===== config.mk =====
export PLATFORM = sky130hd
export DESIGN_NAME = seven_seg_scan_ctrl
export DESIGN_NICKNAME = d
export VERILOG_FILES = /design/src/rtl/seven_seg_scan_ctrl.sv
export SDC_FILE = /design/constraint.sdc
export NUM_CORES = 1
export LEC_CHECK = 0
export CORE_ASPECT_RATIO = 0.75
export CORE_MARGIN = 3
export CORE_UTILIZATION = 51
export DETAILED_ROUTE_END_ITERATION = 10
export GPL_TIMING_DRIVEN = 0
export PLACE_DENSITY = 0.82
export SLEW_MARGIN = 40
export SYNTH_ARGS = -nofsm -noshare
export SYNTH_HDL_FRONTEND = slang
export SYNTH_SLANG_ARGS = --single-unit

===== constraint.sdc =====
create_clock -name clk -period 2.79 [get_ports clk]
set_input_delay 0.558 -clock clk [delete_from_list [all_inputs] [get_ports clk]]
set_output_delay 0.558 -clock clk [all_outputs]
set_load 0.02 [all_outputs]

===== src/rtl/seven_seg_scan_ctrl.sv =====
// Four-digit multiplexed display controller: sequential binary-to-BCD conversion plus digit scan.
// Define LEADING_ZERO_BLANK_EN to blank leading zero digits on positions 3..1.
module seven_seg_scan_ctrl #(
    parameter int unsigned SCAN_DIV = 50000
) (
    input  logic        clk,
    input  logic        rst,
    input  logic [13:0] value_in,
    input  logic        load,
    output logic        busy,
    output logic [3:0]  bcd_out,
    input  logic [7:0]  seg_in,
    output logic [7:0]  seg_out,
    output logic [3:0]  an
);

    // state  | meaning
    // IDLE   | waiting for load; display shows last committed value
    // CONV   | 14 shift-add-3 iterations, one per clock
    // COMMIT | copy the finished BCD result into the display digits
    typedef enum logic [1:0] {
        S_IDLE   = 2'd0,
        S_CONV   = 2'd1,
        S_COMMIT = 2'd2
    } state_t;

    localparam logic [19:0] PRESC_LAST = 20'(SCAN_DIV - 1);
    localparam logic [13:0] VALUE_MAX  = 14'd9999;
    localparam logic [3:0]  ITER_LAST  = 4'd13;

    state_t           state;
    state_t           state_nxt;
    logic [29:0]      sh_reg;
    logic [29:0]      sh_nxt;
    logic [3:0]       iter;
    logic [3:0]       iter_nxt;
    logic             commit;

    logic [3:0][3:0]  dig;
    logic [3:0][3:0]  dig_nxt;
    logic [19:0]      presc;
    logic [19:0]      presc_nxt;
    logic             presc_wrap;
    logic [1:0]       idx;
    logic [1:0]       idx_nxt;
    logic [3:0]       bcd_nxt;
    logic [3:0]       an_nxt;
    logic [3:0]       an_onehot;

    // One double-dabble iteration on {bcd[15:0], bin[13:0]}: adjust nibbles, then shift.
    function automatic logic [29:0] dabble_step(input logic [29:0] r);
        logic [29:0] t;
        t = r;
        for (int i = 0; i < 4; i++) begin
            if (t[14 + 4*i +: 4] >= 4'd5) begin
                t[14 + 4*i +: 4] = t[14 + 4*i +: 4] + 4'd3;
            end
        end
        return {t[28:0], 1'b0};
    endfunction

    always_comb begin
        state_nxt = state;
        sh_nxt    = sh_reg;
        iter_nxt  = iter;
        commit    = 1'b0;
        busy      = 1'b0;
        case (state)
            S_IDLE: begin
                if (load) begin
                    sh_nxt    = {16'd0, (value_in > VALUE_MAX) ? VALUE_MAX : value_in};
                    iter_nxt  = 4'd0;
                    state_nxt = S_CONV;
                end
            end
            S_CONV: begin
                busy     = 1'b1;
                sh_nxt   = dabble_step(sh_reg);
                iter_nxt = iter + 4'd1;
                if (iter == ITER_LAST) begin
                    state_nxt = S_COMMIT;
                end
            end
            S_COMMIT: begin
                busy      = 1'b1;
                commit    = 1'b1;
                state_nxt = S_IDLE;
            end
            default: begin
                state_nxt = S_IDLE;
            end
        endcase
    end

    // Output registers are loaded from next-state idx/dig so that a commit and a slot
    // advance on the same edge show the new digit on the new position immediately.
    always_comb begin
        presc_wrap = (presc == PRESC_LAST);
        presc_nxt  = presc_wrap ? 20'd0 : presc + 20'd1;
        idx_nxt    = presc_wrap ? idx + 2'd1 : idx;
        dig_nxt    = commit ? sh_reg[29:14] : dig;
        bcd_nxt    = dig_nxt[idx_nxt];
        an_onehot  = ~(4'b0001 << idx_nxt);
    end

`ifdef LEADING_ZERO_BLANK_EN
    logic blank3;
    logic blank2;
    logic blank1;
    logic slot_blank;

    always_comb begin
        blank3 = (dig_nxt[3] == 4'd0);
        blank2 = blank3 && (dig_nxt[2] == 4'd0);
        blank1 = blank2 && (dig_nxt[1] == 4'd0);
        case (idx_nxt)
            2'd3:    slot_blank = blank3;
            2'd2:    slot_blank = blank2;
            2'd1:    slot_blank = blank1;
            default: slot_blank = 1'b0;
        endcase
        an_nxt = slot_blank ? 4'b1111 : an_onehot;
    end
`else
    always_comb begin
        an_nxt = an_onehot;
    end
`endif

    always_ff @(posedge clk or posedge rst) begin
        if (rst) begin
            state   <= S_IDLE;
            sh_reg  <= '0;
            iter    <= '0;
            dig     <= '0;
            presc   <= '0;
            idx     <= '0;
            bcd_out <= '0;
            an      <= 4'b1110;
        end else begin
            state   <= state_nxt;
            sh_reg  <= sh_nxt;
            iter    <= iter_nxt;
            dig     <= dig_nxt;
            presc   <= presc_nxt;
            idx     <= idx_nxt;
            bcd_out <= bcd_nxt;
            an      <= an_nxt;
        end
    end

    assign seg_out = seg_in;

endmodule


After elaboration in Yosys (flattened, before gate mapping)

Index checks and enable logic that the tools add are counted.

Bits in registers: 82
Input bits: 25
Output and inout bits: 17
Logic and storage cells: 56

Add/subtract/negate cells: 7
Order comparisons: 6
Equal/unequal tests: 6
Shift-type cells: 1
Mux-type cells: 19
Bitwise operators: 1
Reductions and logical operators: 5

Operator list:

| operator                | number |
|---|---|
| $pmux W30 S2            | 1 |
| $mux W30                | 1 |
| $add A20 B1 Y20 const B | 1 |
| $eq A20 B16 Y1 const B  | 1 |
| $mux W20                | 1 |
| $mux W4                 | 5 |
| $ge A4 B3 Y1 const B    | 4 |
| $mux W16                | 1 |
| $gt A14 B14 Y1 const B  | 1 |
| $mux W14                | 1 |
| $add A4 B2 Y4 const B   | 3 |
| $bmux W4 S2             | 1 |
| $pmux W4 S2             | 1 |
| $mux W2                 | 3 |
| $add A4 B1 Y4 const B   | 1 |
| $eq A4 B4 Y1 const B    | 1 |
| $ne A2 B2 Y1 const B    | 2 |
| $not A4 Y4              | 1 |
| $pmux W2 S2             | 1 |
| $reduce_and A2 Y1       | 2 |
| $shl A1 B2 Y4 const A   | 1 |
| $add A3 B2 Y3 const B   | 1 |
| $lt A2 B3 Y1 const B    | 1 |
| $mux W3                 | 1 |
| other kinds (7)         | 8 |

Logic depth before layout (Yosys ltp)

Gate-level depths: netlist (run 1).

Depth after elaboration: 5
Depth in mapped cells: 9
Depth with buffers taken out: 7

Worst setup path after synthesis (run 1)

Ideal clock, no wire load.

Path type: register -> register
From: reg state[0]
To: reg bcd_out[2]
Setup time: 0.124 ns
Arrival: 1.900 ns
Data required time: 2.666 ns
Setup slack: 0.767 ns
Stages on the path, launching flop included: 10
Buffers on the path: 2
Clock period less this slack: 2.023 ns
Cells stage by stage: dfrtp_1 inv_1 ha_1 clkbuf_1 buf_2 mux2_2 mux2i_1 nand2b_1 mux2i_1 nor3_2

RTL lines:

| element                | line | RTL |
|---|---|---|
| from (decl)            | 31   | `state_t state;` |
| from (signal assigned) | 141  | `state <= state_nxt;` |
| to (signal assigned)   | 147  | `bcd_out <= bcd_nxt;` |
| to (decl)              | 11   | `output logic [3:0] bcd_out,` |

==> results of run 1 <==
==> cell type report <==
type,count,area (um^2)
fill,637,3030
sequential,82,2060
multi-input combinational,299,1930
timing repair buffer,34,358
buffer,25,150
clock buffer,13,149
tap,105,131
inverter,21,83.8
clock inverter,3,65.1
==> synth_stat cells <==
library cell                number  area share [%]
sky130_fd_sc_hd__a21oi_1        15             1.8
sky130_fd_sc_hd__a22oi_1         2            0.36
sky130_fd_sc_hd__a2bb2oi_1       4            0.83
sky130_fd_sc_hd__a32o_1          1            0.24
sky130_fd_sc_hd__and2_1          1            0.15
sky130_fd_sc_hd__and3_1          6            0.89
sky130_fd_sc_hd__and4_1          4            0.83
sky130_fd_sc_hd__buf_1           2            0.18
sky130_fd_sc_hd__buf_12          1            0.47
sky130_fd_sc_hd__buf_2           2            0.24
sky130_fd_sc_hd__buf_4           8             1.4
sky130_fd_sc_hd__buf_6           1            0.27
sky130_fd_sc_hd__clkbuf_1       11            0.98
sky130_fd_sc_hd__dfrtp_1        79              47
sky130_fd_sc_hd__dfstp_2         3             1.9
sky130_fd_sc_hd__ha_1           14             4.2
sky130_fd_sc_hd__inv_1          21             1.9
sky130_fd_sc_hd__mux2_2          8             2.1
sky130_fd_sc_hd__mux2i_1        25             5.9
sky130_fd_sc_hd__nand2_1        61             5.4
sky130_fd_sc_hd__nand2b_1       20             3.0
sky130_fd_sc_hd__nand3_1         8            0.95
sky130_fd_sc_hd__nand4_1         6            0.89
sky130_fd_sc_hd__nor2_1         20             1.8
sky130_fd_sc_hd__nor2_2          2            0.30
sky130_fd_sc_hd__nor2b_1         4            0.59
sky130_fd_sc_hd__nor3_1          7            0.83
sky130_fd_sc_hd__nor3_2          2            0.47
sky130_fd_sc_hd__nor3b_1         1            0.18
sky130_fd_sc_hd__nor4_1          4            0.59
sky130_fd_sc_hd__nor4_2          2            0.59
sky130_fd_sc_hd__o21a_1          1            0.18
sky130_fd_sc_hd__o21ai_0        41             4.9
sky130_fd_sc_hd__o311ai_0        2            0.42
sky130_fd_sc_hd__o31a_1          1            0.21
sky130_fd_sc_hd__o31ai_1         8             1.4
sky130_fd_sc_hd__or2_2           1            0.15
sky130_fd_sc_hd__or3_1           3            0.45
sky130_fd_sc_hd__or4b_1          1            0.24
sky130_fd_sc_hd__xnor2_1        12             2.5
sky130_fd_sc_hd__xor2_1         12             2.5
==> report_power, final <==
group | total [uW] | switching (uW) | internal, uW
Combinational | 948 | 584 | 364
Clock | 943 | 414 | 529
Sequential | 1490 | 141 | 1350
==> metrics by stage <==
step | worst slack [ns] | power [uW] | instances | TNS [ns] | cell area (um^2)
2_1_floorplan | 0.129 | 2150 | 427 | 0 | 4220
6_report | 0.399 | 3390 | 582 | 0 | 4920
3_5_place_dp | 0.378 | 2450 | 566 | 0 | 4710
4_1_cts | 0.392 | 3390 | 582 | 0 | 4920
5_1_grt | 0.238 | 3600 | 582 | 0 | 4920
3_3_place_gp | -1.12 | 2390 | 565 | -89.20 | 4680
==> kinds of logic (layout without fill, tap and decap cells) <==
family | count (synthesis) | after routing | synth area share [%]
xor+xnor | 24 | 24 | 4.99
compound gates | 75 | 75 | 10.3
mux | 33 | 33 | 8.07
buf+inv | 46 | 96 | 5.43
flops | 82 | 82 | 48.8
fa+ha+maj | 14 | 14 | 4.16
simple gates | 153 | 153 | 18.3
==> cell usage in the layout, fill, tap and decap left out, types with 3 or more instances in the layout <==
cell type / count
sky130_fd_sc_hd__nor4_1: 4
sky130_fd_sc_hd__mux2_2: 8
sky130_fd_sc_hd__nand3_1: 8
sky130_fd_sc_hd__nor2b_1: 4
sky130_fd_sc_hd__xor2_1: 12
sky130_fd_sc_hd__dfstp_2: 3
sky130_fd_sc_hd__o21ai_0: 41
sky130_fd_sc_hd__nand2_1: 61
sky130_fd_sc_hd__nor2_1: 20
sky130_fd_sc_hd__xnor2_1: 12
sky130_fd_sc_hd__and4_1: 4
sky130_fd_sc_hd__ha_1: 14
sky130_fd_sc_hd__nor3_1: 7
sky130_fd_sc_hd__nand4_1: 6
sky130_fd_sc_hd__o31ai_1: 8
sky130_fd_sc_hd__and3_1: 6
sky130_fd_sc_hd__clkbuf_1: 14
sky130_fd_sc_hd__clkbuf_8: 10
sky130_fd_sc_hd__clkdlybuf4s50_1: 33
sky130_fd_sc_hd__a21oi_1: 15
sky130_fd_sc_hd__dfrtp_1: 79
sky130_fd_sc_hd__a2bb2oi_1: 4
sky130_fd_sc_hd__inv_1: 20
sky130_fd_sc_hd__nand2b_1: 20
sky130_fd_sc_hd__mux2i_1: 25
sky130_fd_sc_hd__or3_1: 3
sky130_fd_sc_hd__buf_4: 8
==> worst paths after layout <==
check | start | end | slack (ns)
worst max-delay path | state[0]$_DFFE_PP0P_ | bcd_out[2]$_DFF_PP0_ | 0.40
worst min-delay path | presc[19]$_DFF_PP0_ | presc[19]$_DFF_PP0_ | 0.48
worst max register to register | state[0]$_DFFE_PP0P_ | bcd_out[2]$_DFF_PP0_ | 0.40
worst min register to register | presc[19]$_DFF_PP0_ | presc[19]$_DFF_PP0_ | 0.48
max in group asynchronous | rst | an[2]$_DFF_PP1_ | 1.62
min in group asynchronous | rst | sh_reg[27]$_DFFE_PP0P_ | 0.58
==> critical path: cells and delay by family (launching register included) <==
kind,cells,cell delay (ns)
adder cells (fa/ha/maj),1,0.16
flip-flops,1,0.40
buffers and inverters,3,0.73
multiplexers,3,0.82
AND/OR/NAND/NOR,2,0.16
==> routing by layer <==
layer | vias to the layer above | part of all wire [%] | GRT usage, %
met5 | - | 0 | 0
met4 | 0 | 0.70 | 4.25
met3 | 6 | 5.1 | 5.26
met2 | 78 | 48 | 31.8
met1 | 1604 | 46 | 26.9
li1 | 1549 | - | -
==> parameters.txt, run 1 <==
Parameter                              Value

Clock tree
  Clock tree root driver cell    sky130_fd_sc_hd__clkbuf_8
  Post-cts resize count    0
  Total clock buffers created by CTS    9
  Total number of clock tree sinks    82
  Number of post-CTS setup repair buffers    0
  TritonCTS clock tree    yes
  Number of H-tree levels    3
  Hold buffer count at cts    0
  Clock network latency to the later pin of the worst-skew pair    0.35 ns
  Buffer levels on the longest clock path    2
  Register clock-pin slew on the reported worst setup and hold paths    0.08 ns

Worst setup path
  Largest fanout of any net on the critical path    10
  Worst path most repeated cell    sky130_fd_sc_hd__mux2i_1
  Cells traversed along the worst timing path    inv_1, ha_1, clkbuf_1, buf_2, mux2_2, mux2i_1, nand2b_1, mux2i_1, nor3_2
  Cell depth of the worst flop-to-flop path    9
  Max stage delay cell, worst path    sky130_fd_sc_hd__dfrtp_1
  Required time of the critical path    3.03 ns
  Arrival time reported for the critical path endpoint    2.63 ns
  Worst Setup End Kind    flip-flop
  Setup Crit Path Kind    reg2reg
  Largest stage delay, worst path    0.40 ns
  Critical path startpoint category    flip-flop

Detailed routing
  DRT antenna net count    0
  Via Count    3,237
  Final routed DRC violation total    0
  Ratio of routed vias to standard cells    5.56
  Routed wire length per instance    15.1 um
  Final wirelength    8760 um
  Number of detailed-route iterations in the first pass    5
  Violation count after the first detailed-route iteration    170

Timing
  Timing-limited maximum frequency    418 MHz
  Worst hold slack    0.477 ns
  Fin crit share    85.7%
  Minimum clock period after layout    2.39 ns
  Pin slew with the least headroom to its limit    0.647 ns
  Clock skew    0.00978 ns
  Count of final setup violators    0
  Hold Violations, Final    0
  RSZ-0062 raised after global routing    false
  Number of slew-limit violations in the final report    0
  Worst slew margin relative to its limit    55.6%

Yosys
  Post-synthesis cell type count    41
  Gate Count Post-Synth    427
  Cell area after synthesis    4220 um^2
  Post-synthesis net count    466
  Number of warning messages in the yosys log    0
  Proportion of synthesized chip area in sequential cells    48.8%
  Flop and latch count out of synthesis    82
  Synthesized area divided by synthesized cell count    9.87 um^2

Floorplanning
  Die span in y    84.7 um
  DIE AREA    9400 um^2
  Number of placement rows    28
  Starting Density    53.0%
  Core footprint    7950 um^2
  Die width    111 um
  Io pins    42

Layout
  Layout cells sized above 1    9.43%
  NumNets Final    511
  Area growth from synthesis to layout    16.8%
  Flip-flop count of the largest register, all copies and words added    30
  Ant. Diodes    0
  Post-route core utilization    61.9%

Global routing
  Remaining Overflow, GRT    0
  Maximum number of pins on one net before global-route repair    48
  Initial antenna violation count    0
  Number of global-route vias before repair    3,215
  First-pass GRT wire length    15,100 um
  All-layer global routing usage    19.7%

Outcome
  Run status    finished clean

Power and ir drop
  Maximum VDD drop    422 uV
  Power Density    688 nW/um^2
  Static Leakage    0.00222 uW

Place
  Total of buffers placed on input and output ports    33
  Detailed Place HPWL    6290 um
  Routability cong.    0.890

Hold path
  Hold Path Cell Cnt    1
  Hold crit path type    reg2reg

Run
  Max cap viols    0
Note: power is estimated with default switching activity, not from simulation.
==> inputs of run 2 (changes only) <==
--- a/config.mk
+++ b/config.mk
@@ -7,10 +7,10 @@
 export LEC_CHECK = 0
 export CORE_ASPECT_RATIO = 0.75
 export CORE_MARGIN = 3
-export CORE_UTILIZATION = 51
+export CORE_UTILIZATION = 46
 export DETAILED_ROUTE_END_ITERATION = 10
 export GPL_TIMING_DRIVEN = 0
-export PLACE_DENSITY = 0.82
+export PLACE_DENSITY = 0.76
 export SLEW_MARGIN = 40
 export SYNTH_ARGS = -nofsm -noshare
 export SYNTH_HDL_FRONTEND = slang
==> parameters.txt, run 2 (synthesis gave the netlist of run 1 again) <==
Parameter                              Value

Global routing
  Initial antenna violation count    0
  Remaining Overflow, GRT    0
  Maximum number of pins on one net before global-route repair    60
  Number of global-route vias before repair    3,019
  First-pass GRT wire length    14,400 um
  All-layer global routing usage    17.6%

Floorplanning
  Die span in y    88.9 um
  Number of placement rows    29
  Die width    117 um
  Core footprint    8670 um^2
  DIE AREA    10,400 um^2
  Starting Density    48.6%
  Io pins    42

Layout
  Area growth from synthesis to layout    18.3%
  Most common cell after layout, fill and taps aside    sky130_fd_sc_hd__dfrtp_1
  Flip-flop count of the largest register, all copies and words added    30
  Post-route core utilization    57.5%
  NumNets Final    511
  Commonest cells after routing, fill and taps aside    sky130_fd_sc_hd__dfrtp_1, sky130_fd_sc_hd__nand2_1, sky130_fd_sc_hd__o21ai_0, sky130_fd_sc_hd__clkdlybuf4s50_1, sky130_fd_sc_hd__mux2i_1
  Number of fill cells in the layout    716
  Layout Cell Area excl Fill    4990 um^2
  Layout cells sized above 1    9.64%
  Ant. Diodes    0

Power and ir drop
  Gate power share    26.6%
  Internal    2340 uW
  Maximum VDD drop    338 uV
  Clock power frac    30.6%
  Proportion of total power due to net switching    32.9%
  Post-route total power    3490 uW
  Power Density    700 nW/um^2
  Total net switching power    1150 uW
  Static Leakage    0.00225 uW
  Part of the power in registers    42.8%

Worst setup path
  Register-to-register setup slack    0.47 ns
  Cell depth of the worst flop-to-flop path    9
  Max stage delay cell, worst path    sky130_fd_sc_hd__dfrtp_1
  Critical path startpoint category    flip-flop
  Worst Setup End Kind    flip-flop
  Largest fanout of any net on the critical path    10
  Cells traversed along the worst timing path    inv_1, ha_1, clkbuf_1, buf_2, mux2_2, mux2i_1, nand2_1, mux2i_1, nor3_2
  Worst path buffer plus inverter count    3
  Largest stage delay, worst path    0.40 ns
  Worst reg2reg endpoint    bcd_out[2]$_DFF_PP0_
  Setup Crit Path Kind    reg2reg
  Required time of the critical path    3.00 ns
  Capture point of the critical path    bcd_out[2]$_DFF_PP0_
  Crit path max-delay family    buffers and inverters
  Worst path most repeated cell    sky130_fd_sc_hd__mux2i_1
  Arrival time reported for the critical path endpoint    2.53 ns
  Start of the worst register-to-register path    state[0]$_DFFE_PP0P_
  Cell count along the critical path    9
  Critical path startpoint    state[0]$_DFFE_PP0P_

Timing
  Minimum clock period after layout    2.32 ns
  RSZ-0062 raised after global routing    false
  Worst slew margin relative to its limit    55.8%
  Fin crit share    83.1%
  Count of final setup violators    0
  Pin slew with the least headroom to its limit    0.644 ns
  Timing-limited maximum frequency    431 MHz
  Hold Violations, Final    0
  Clock skew    0.00619 ns
  Number of slew-limit violations in the final report    0

Clock tree
  Post-cts resize count    0
  Register clock-pin slew on the reported worst setup and hold paths    0.06 ns
  Number of post-CTS setup repair buffers    0
  Buffer levels on the longest clock path    2
  Hold buffer count at cts    0
  TritonCTS clock tree    yes
  Clock network latency to the later pin of the worst-skew pair    0.32 ns
  Total clock buffers created by CTS    9
  Number of H-tree levels    3
  Clock tree root driver cell    sky130_fd_sc_hd__clkbuf_16
  Total number of clock tree sinks    82

Place
  Detailed Place HPWL    6200 um
  Total of buffers placed on input and output ports    33
  Post-DP Area    4710 um^2
  Routability cong.    0.844

Run
  Max cap viols    0

Detailed routing
  Ratio of routed vias to standard cells    5.43
  Via Count    3,178
  DRT antenna net count    0
  Final routed DRC violation total    0
  Final wirelength    8420 um
  Number of detailed-route iterations in the first pass    4
  Routed wire length per instance    14.4 um
  Violation count after the first detailed-route iteration    237

Outcome
  Run status    finished clean

Hold path
  Hold crit path type    reg2reg
  Hold Path Cell Cnt    1
run 2: area by class of cell:
| class | count | area [um^2] | area share [%] |
|---|---|---|---|
| clock inverters | 4 | 27.5 | 0.552 |
| inverters | 21 | 83.8 | 1.68 |
| well taps | 108 | 135 | 2.71 |
| multi-input cells | 299 | 1930 | 38.7 |
| repair buffers | 34 | 358 | 7.18 |
| plain buffers | 25 | 150 | 3.01 |
| flip-flops and latches | 82 | 2060 | 41.2 |
| clock buffers | 12 | 246 | 4.94 |
run 2: worst min path at each step:
| stage | endpoint | startpoint | slack (ns) |
|---|---|---|---|
| floorplan | sh_reg[1]$_DFFE_PP0P_ | sh_reg[1]$_DFFE_PP0P_ | 0.44 |
| global placement | sh_reg[1]$_DFFE_PP0P_ | sh_reg[1]$_DFFE_PP0P_ | 0.46 |
| detailed placement | presc[19]$_DFF_PP0_ | presc[19]$_DFF_PP0_ | 0.46 |
| CTS | presc[19]$_DFF_PP0_ | presc[19]$_DFF_PP0_ | 0.47 |
| global route | sh_reg[9]$_DFFE_PP0P_ | sh_reg[9]$_DFFE_PP0P_ | 0.50 |
| finish | presc[19]$_DFF_PP0_ | presc[19]$_DFF_PP0_ | 0.47 |
run 2: power by group through the flow:
| stage | Sequential (uW) | Clock, uW | Combinational (uW) |
|---|---|---|---|
| after floorplan | 1470 | 0 | 679 |
| after global placement | 1510 | 0 | 887 |
| after detailed placement | 1510 | 0 | 926 |
| after CTS | 1490 | 1090 | 927 |
| after global routing | 1520 | 1150 | 1060 |
| final | 1490 | 1070 | 929 |
run 2: layer usage:
metal / wire length [um] / global-route usage, % / vias up
met2: 4000 / 27.2 / 71
met4: 106 / 5.94 / 0
met5: 0 / 0 / -
met1: 3980 / 24.6 / 1558
li1: - / - / 1537
met3: 325 / 4.40 / 12
run 2: through the flow:
stage | hold slack [ns] | std cells | setup TNS (ns) | setup WS (ns)
6_report | 0.469 | 585 | 0 | 0.472
5_1_grt | 0.503 | 585 | 0 | 0.250
3_5_place_dp | 0.461 | 569 | 0 | 0.316
3_3_place_gp | 0.457 | 568 | -91.08 | -1.15
4_1_cts | 0.473 | 585 | 0 | 0.461
2_1_floorplan | 0.441 | 427 | 0 | 0.129
